$ cat src/rtl/report_framer.sv
// Serialises a set of 7-bit values as two-digit ASCII decimal fields joined by a
// separator byte, optionally closed with CR LF, one byte per FIFO push.
module report_framer #(
    parameter int         NUM_FIELDS = 4,
    parameter logic [7:0] SEP_CHAR   = 8'h3A,
    parameter bit         EOL_EN     = 1'b1
) (
    input  logic                    clk,
    input  logic                    rst,
    input  logic                    i_trigger,
    input  logic [NUM_FIELDS*7-1:0] i_fields,
    input  logic [NUM_FIELDS-1:0]   i_mask,
    input  logic                    i_full,
    output logic [7:0]              o_data,
    output logic                    o_push,
    output logic                    o_busy,
    output logic                    o_overrun
);

    typedef enum logic [2:0] {
        IDLE,
        SEEK,
        TENS,
        ONES,
        SEP,
        CR,
        LF
    } state_t;

    state_t                  state;
    state_t                  state_next;
    logic [NUM_FIELDS*7-1:0] fields;
    logic [NUM_FIELDS-1:0]   pending;
    logic [3:0]              tens;
    logic [3:0]              ones;
    logic                    overrun;
    logic [6:0]              sel_val;
    logic [NUM_FIELDS-1:0]   sel_bit;
    logic [6:0]              sat_val;

    function automatic logic [6:0] sat99(input logic [6:0] v);
        return (v > 7'd99) ? 7'd99 : v;
    endfunction

    function automatic logic [7:0] ascii_digit(input logic [3:0] d);
        return 8'h30 + {4'h0, d};
    endfunction

    // Lowest still-pending field wins; pending bits are cleared as fields are taken.
    always_comb begin
        sel_val = '0;
        sel_bit = '0;
        for (int n = NUM_FIELDS - 1; n >= 0; n--) begin
            if (pending[n]) begin
                sel_val    = fields[n*7 +: 7];
                sel_bit    = '0;
                sel_bit[n] = 1'b1;
            end
        end
    end

    assign sat_val = sat99(sel_val);

    always_ff @(posedge clk or negedge rst) begin
        if (!rst) begin
            state <= IDLE;
        end else begin
            state <= state_next;
        end
    end

    always_ff @(posedge clk or negedge rst) begin
        if (!rst) begin
            fields  <= '0;
            pending <= '0;
            tens    <= '0;
            ones    <= '0;
            overrun <= 1'b0;
        end else begin
            overrun <= i_trigger && (state != IDLE);
            if (state == IDLE && i_trigger) begin
                fields  <= i_fields;
                pending <= i_mask;
            end
            if (state == SEEK) begin
                tens    <= 4'(sat_val / 7'd10);
                ones    <= 4'(sat_val % 7'd10);
                pending <= pending & ~sel_bit;
            end
        end
    end

    // Emitting states push whenever the FIFO has room and only advance on a push.
    always_comb begin
        state_next = state;
        o_push     = 1'b0;
        o_data     = 8'h00;
        case (state)
            IDLE: begin
                if (i_trigger) begin
                    state_next = (i_mask == '0 && EOL_EN) ? CR : SEEK;
                end
            end
            SEEK: begin
                state_next = (pending != '0) ? TENS : IDLE;
            end
            TENS: begin
                o_push = !i_full;
                o_data = ascii_digit(tens);
                if (!i_full) state_next = ONES;
            end
            ONES: begin
                o_push = !i_full;
                o_data = ascii_digit(ones);
                if (!i_full) begin
                    if (pending != '0) state_next = SEP;
                    else               state_next = EOL_EN ? CR : IDLE;
                end
            end
            SEP: begin
                o_push = !i_full;
                o_data = SEP_CHAR;
                if (!i_full) state_next = SEEK;
            end
            CR: begin
                o_push = !i_full;
                o_data = 8'h0D;
                if (!i_full) state_next = LF;
            end
            LF: begin
                o_push = !i_full;
                o_data = 8'h0A;
                if (!i_full) state_next = IDLE;
            end
            default: state_next = IDLE;
        endcase
        if (!o_push) o_data = 8'h00;
    end

    assign o_busy    = (state != IDLE);
    assign o_overrun = overrun;

endmodule

$ cat config.mk
export PLATFORM = sky130hd
export DESIGN_NAME = report_framer
export DESIGN_NICKNAME = d
export VERILOG_FILES = /design/src/rtl/report_framer.sv
export SDC_FILE = /design/constraint.sdc
export NUM_CORES = 1
export LEC_CHECK = 0
export ABC_CLOCK_PERIOD_IN_PS = 13500
export BUFFER_PORTS_ARGS = -buffer_cell sky130_fd_sc_hd__buf_4
export CAP_MARGIN = 30
export CELL_PAD_IN_SITES_DETAIL_PLACEMENT = 0
export CELL_PAD_IN_SITES_GLOBAL_PLACEMENT = 1
export CORE_ASPECT_RATIO = 1.2
export CORE_MARGIN = 10
export CORE_UTILIZATION = 48
export CTS_BUF_LIST = sky130_fd_sc_hd__clkbuf_8 sky130_fd_sc_hd__clkbuf_16
export CTS_CLUSTER_DIAMETER = 150
export DETAILED_ROUTE_END_ITERATION = 10
export PLACE_DENSITY_LB_ADDON = 0.08
export REMOVE_ABC_BUFFERS = 1
export SYNTH_ARGS = -nofsm -noshare
export SYNTH_HDL_FRONTEND = slang
export SYNTH_SLANG_ARGS = --single-unit
$ cat constraint.sdc
create_clock -name clk -period 13.5 [get_ports clk]
set_input_delay 2.7 -clock clk [delete_from_list [all_inputs] [get_ports clk]]
set_output_delay 2.7 -clock clk [all_outputs]
set_load 0.02 [all_outputs]
After elaboration in Yosys (flattened, before gate mapping) --
Index checks and enable logic that the tools add are counted. W data, S select, Z words.
Cells by class: bitwise gates (word level) 2, mux-type cells 24, $add $sub $neg 2, equality and inequality tests 12, div/mod/pow operators 2, order comparisons 1, reduce and logical (&&, ||, !) cells 10
Operators with widths (count):
- $mux W7 | 5
- $pmux W7 S5 | 1
- $mux W4 | 6
- $mux W3 | 7
- $pmux W3 S7 | 1
- $add A6 B4 Y7 const A | 2
- $ne A2 B2 Y1 const B | 6
- $eq A3 B3 Y1 const B | 3
- $mux W8 | 1
- $div A7 B4 Y7 const B | 1
- $gt A7 B7 Y1 const B | 1
- $mod A7 B4 Y7 const B | 1
- $eq A3 B2 Y1 const B | 2
- $reduce_and A6 Y1 | 1
- $reduce_or A5 Y1 | 1
- $and A4 B4 Y4 | 1
- $logic_not A4 Y1 | 1
- $not A4 Y4 | 1
- $reduce_bool A4 Y1 | 1
- $eq A3 B1 Y1 const B | 1
- $logic_not A3 Y1 | 1
- $reduce_bool A3 Y1 | 1
- $logic_and A1 B1 Y1 | 2
- $mux W1 | 2
- other kinds (3) | 3
Storage, ports and cells: output and inout bits 11, register bits 44, bits of input ports 36, logic and storage cells 59

Depth between registers and ports, before layout --
word-level depth 7, depth in mapped cells 23

Least setup slack after synthesis --
OpenSTA, ideal clock, no wires.
kind input to output, start point in i_full, end point out o_data[5], slack 7373 ps, arrival 3427 ps, stages on the path 3, path through clkbuf_1 -> nor2_1 -> buf_4
Between the ends: longest elaborated chain between the ends 3
Ends and longest elaborated chain:
- from (decl) | RTL line 13 | input logic i_full,
- $logic_not A1 Y1
- $mux W1
- $mux W8 | RTL line 137 | if (!o_push) o_data = 8'h00;
- to (decl) | RTL line 14 | output logic [7:0] o_data,
Every way passes these cells.

Final worst setup path --
start point in i_full, end point out o_push
Between the ends: longest elaborated chain between the ends 2
Ends and longest elaborated chain:
- $logic_not A1 Y1
- $mux W1
- to (decl) | RTL line 15 | output logic o_push,
Every way passes these cells.

==> flow_summary.json <==
{
  "nNetsFinal": 356,
  "max_slew.worst_pin.slew_ns": 0.672,
  "max_cap_violations": 0,
  "postSynthAreaPerCell_sq_um": 10.5,
  "synth.distinct_cells": 72,
  "drtPass1Iterations": 4,
  "cp_max_fo": 9,
  "wire_per_inst_um": 16.6,
  "row_count": 31,
  "finalSetupTns_ns": 0,
  "ys_dominant_reg_cell": "dfrtp_1",
  "core_region_area_sq_um": 6010,
  "period_share_pct": 43.7,
  "via_per_inst": 5.64,
  "hpwl_um": 5100,
  "start_kind": "input pin",
  "cts_sinks": 44,
  "drc": 0,
  "grt_usage_pct": 14.0,
  "hold_viol_final": 0,
  "crit_arrival_ns": 3.20,
  "slew_headroom_pct": 54.9,
  "clk_pin_slew_ns": 0.09,
  "clk_path_buf_depth": 2,
  "crit_type": "in -> out",
  "synth_seq_area_share_pct": 37.3,
  "required_ns": 10.80,
  "die_w_um": 91.6,
  "start_util_pct": 49.1,
  "gp_congestion": 0.845,
  "drive_above_1_share_pct": 39.1,
  "synth_edf_count": 0,
  "drv_slew": 0,
  "ys_seq_elements": 44,
  "num_vias": 2252,
  "syn_area_sq_um": 2950,
  "yosysWarningCount": 0,
  "grt_pass1_wl_um": 11300,
  "ios": 47,
  "wirelength_um": 6620,
  "die-area_sq_um": 9690,
  "antenna_found_initial": 0,
  "postCtsSetupBuffers": 0,
  "status": "completed",
  "ant_nets": 0,
  "clock_latency_ns": 0.30,
  "syn_to_final_growth_pct": 14.5,
  "n_antenna_cell": 0,
  "cts_max_level": 2,
  "hold_buffers": 0,
  "drt_iter0_markers": 90,
  "die_h_um": 106,
  "async_flop_share_pct": 100,
  "numCtsBuffers": 5,
  "cts.repair.resized": 0,
  "hold_class": "reg -> reg",
  "overflow": 0,
  "tritoncts": "done",
  "rsz0062_at_grt": "false",
  "finalSetupViolCount": 0,
  "fmaxAchievable_mhz": 170,
  "portBuffers": 44,
  "fin_skew_ns": 0.0119,
  "fin_crit_ns": 5.90,
  "endpoint_kind": "output pin",
  "syn_inst": 280,
  "grt_pass1_vias": 2372,
  "root_buffer": "clkbuf_8",
  "grt_max_degree": 45
}
==> layout by cell type, fill, tap and decap left out, types with 3 or more instances in the layout <==
cell and count:
ha_1 3, o31ai_1 5, o21ai_2 3, inv_1 8, o21ai_0 18, a2111oi_2 4
mux2_2 32, clkbuf_8 5, or3_1 3, nand2_1 20, nor2b_1 5, a21oi_1 12
nor3b_1 3, nand3b_1 3, nor3_1 9, o211ai_1 3, o22ai_1 4, nor2_1 15
buf_4 45, a211oi_2 4, dfrtp_1 44, a211oi_1 4, nand2b_1 5
==> layer usage <==
metal | part of all wire [%] | GRT usage (%)
met5 | 0 | 0
met2 | 50 | 23.9
met4 | 0.77 | 3.81
met1 | 46 | 17.0
met3 | 3.7 | 3.55
==> per-stage QoR <==
stage | utilization (%) | hold slack, ns | setup slack, ns | instances | area (sq um)
after floorplan | - | 0.446 | 7.57 | 265 | 2850
after global placement | 54.8 | 0.468 | 7.61 | 392 | 3290
after detailed placement | 54.8 | 0.474 | 7.60 | 392 | 3290
after CTS | 56.1 | 0.494 | 7.60 | 399 | 3380
after global routing | 56.1 | 0.528 | 7.51 | 399 | 3380
final | 56.1 | 0.487 | 7.60 | 399 | 3380
==> critical path, stage by stage <==
cell and delay, ns:
buf_4 0.14, nor3_1 0.19, buf_4 0.17
==> synthesized netlist by cell type (all sizes together), types with 6 or more instances <==
library cell,number,area share [%]
o31ai,9,3.6
a211oi,8,2.7
clkbuf,8,1.4
nor2b,6,1.5
nor3,10,1.9
a2111oi,6,3.3
o21ai,23,4.7
nor2,16,2.0
buf,7,1.7
dfrtp,44,37
nand2,23,3.4
a21oi,12,2.0
mux2,32,12
inv,8,1.0
==> sequential cells by signal (all words and copies together), names as in the netlist <==
register	count
fields	28
ones	4
pending	4
tens	4
state	3
o_overrun	1
==> area by class of cell <==
class / count / area [sq um]
clock buffer: 5 / 68.8
clock inverter: 2 / 12.5
inverter: 8 / 30.0
timing repair buffer: 45 / 338
sequential: 44 / 1100
multi-input combinational: 213 / 1720
fill: 567 / 2640
tap: 82 / 103
==> path summary, 6_finish.rpt <==
path	start	end	slack [ns]	depth (start not counted)
setup / recovery	i_full	o_push	7.60	3
hold / removal	tens[3]$_DFFE_PN0P_	tens[3]$_DFFE_PN0P_	0.49	2
setup reg to reg	pending[2]$_DFFE_PN0P_	ones[2]$_DFFE_PN0P_	8.32	20
hold reg to reg	tens[3]$_DFFE_PN0P_	tens[3]$_DFFE_PN0P_	0.49	2
max in group asynchronous	rst	fields[0]$_DFFE_PN0P_	10.73	1
min in group asynchronous	rst	state[2]$_DFFE_PN0P_	2.38	1
==> cells by family after synthesis <==
group / synth area share, %
AOI/OAI and AO/OA: 27.8
and+or+nand+nor: 16.2
DFF: 37.3
muxes: 12.6
buffers and inverters: 4.45
adders and majority gates: 1.27
other: 0.127
xor gates and xnor gates: 0.297
Power is not shown: default switching activity piles up to over one toggle a cycle in this logic, so the estimate is an artifact.
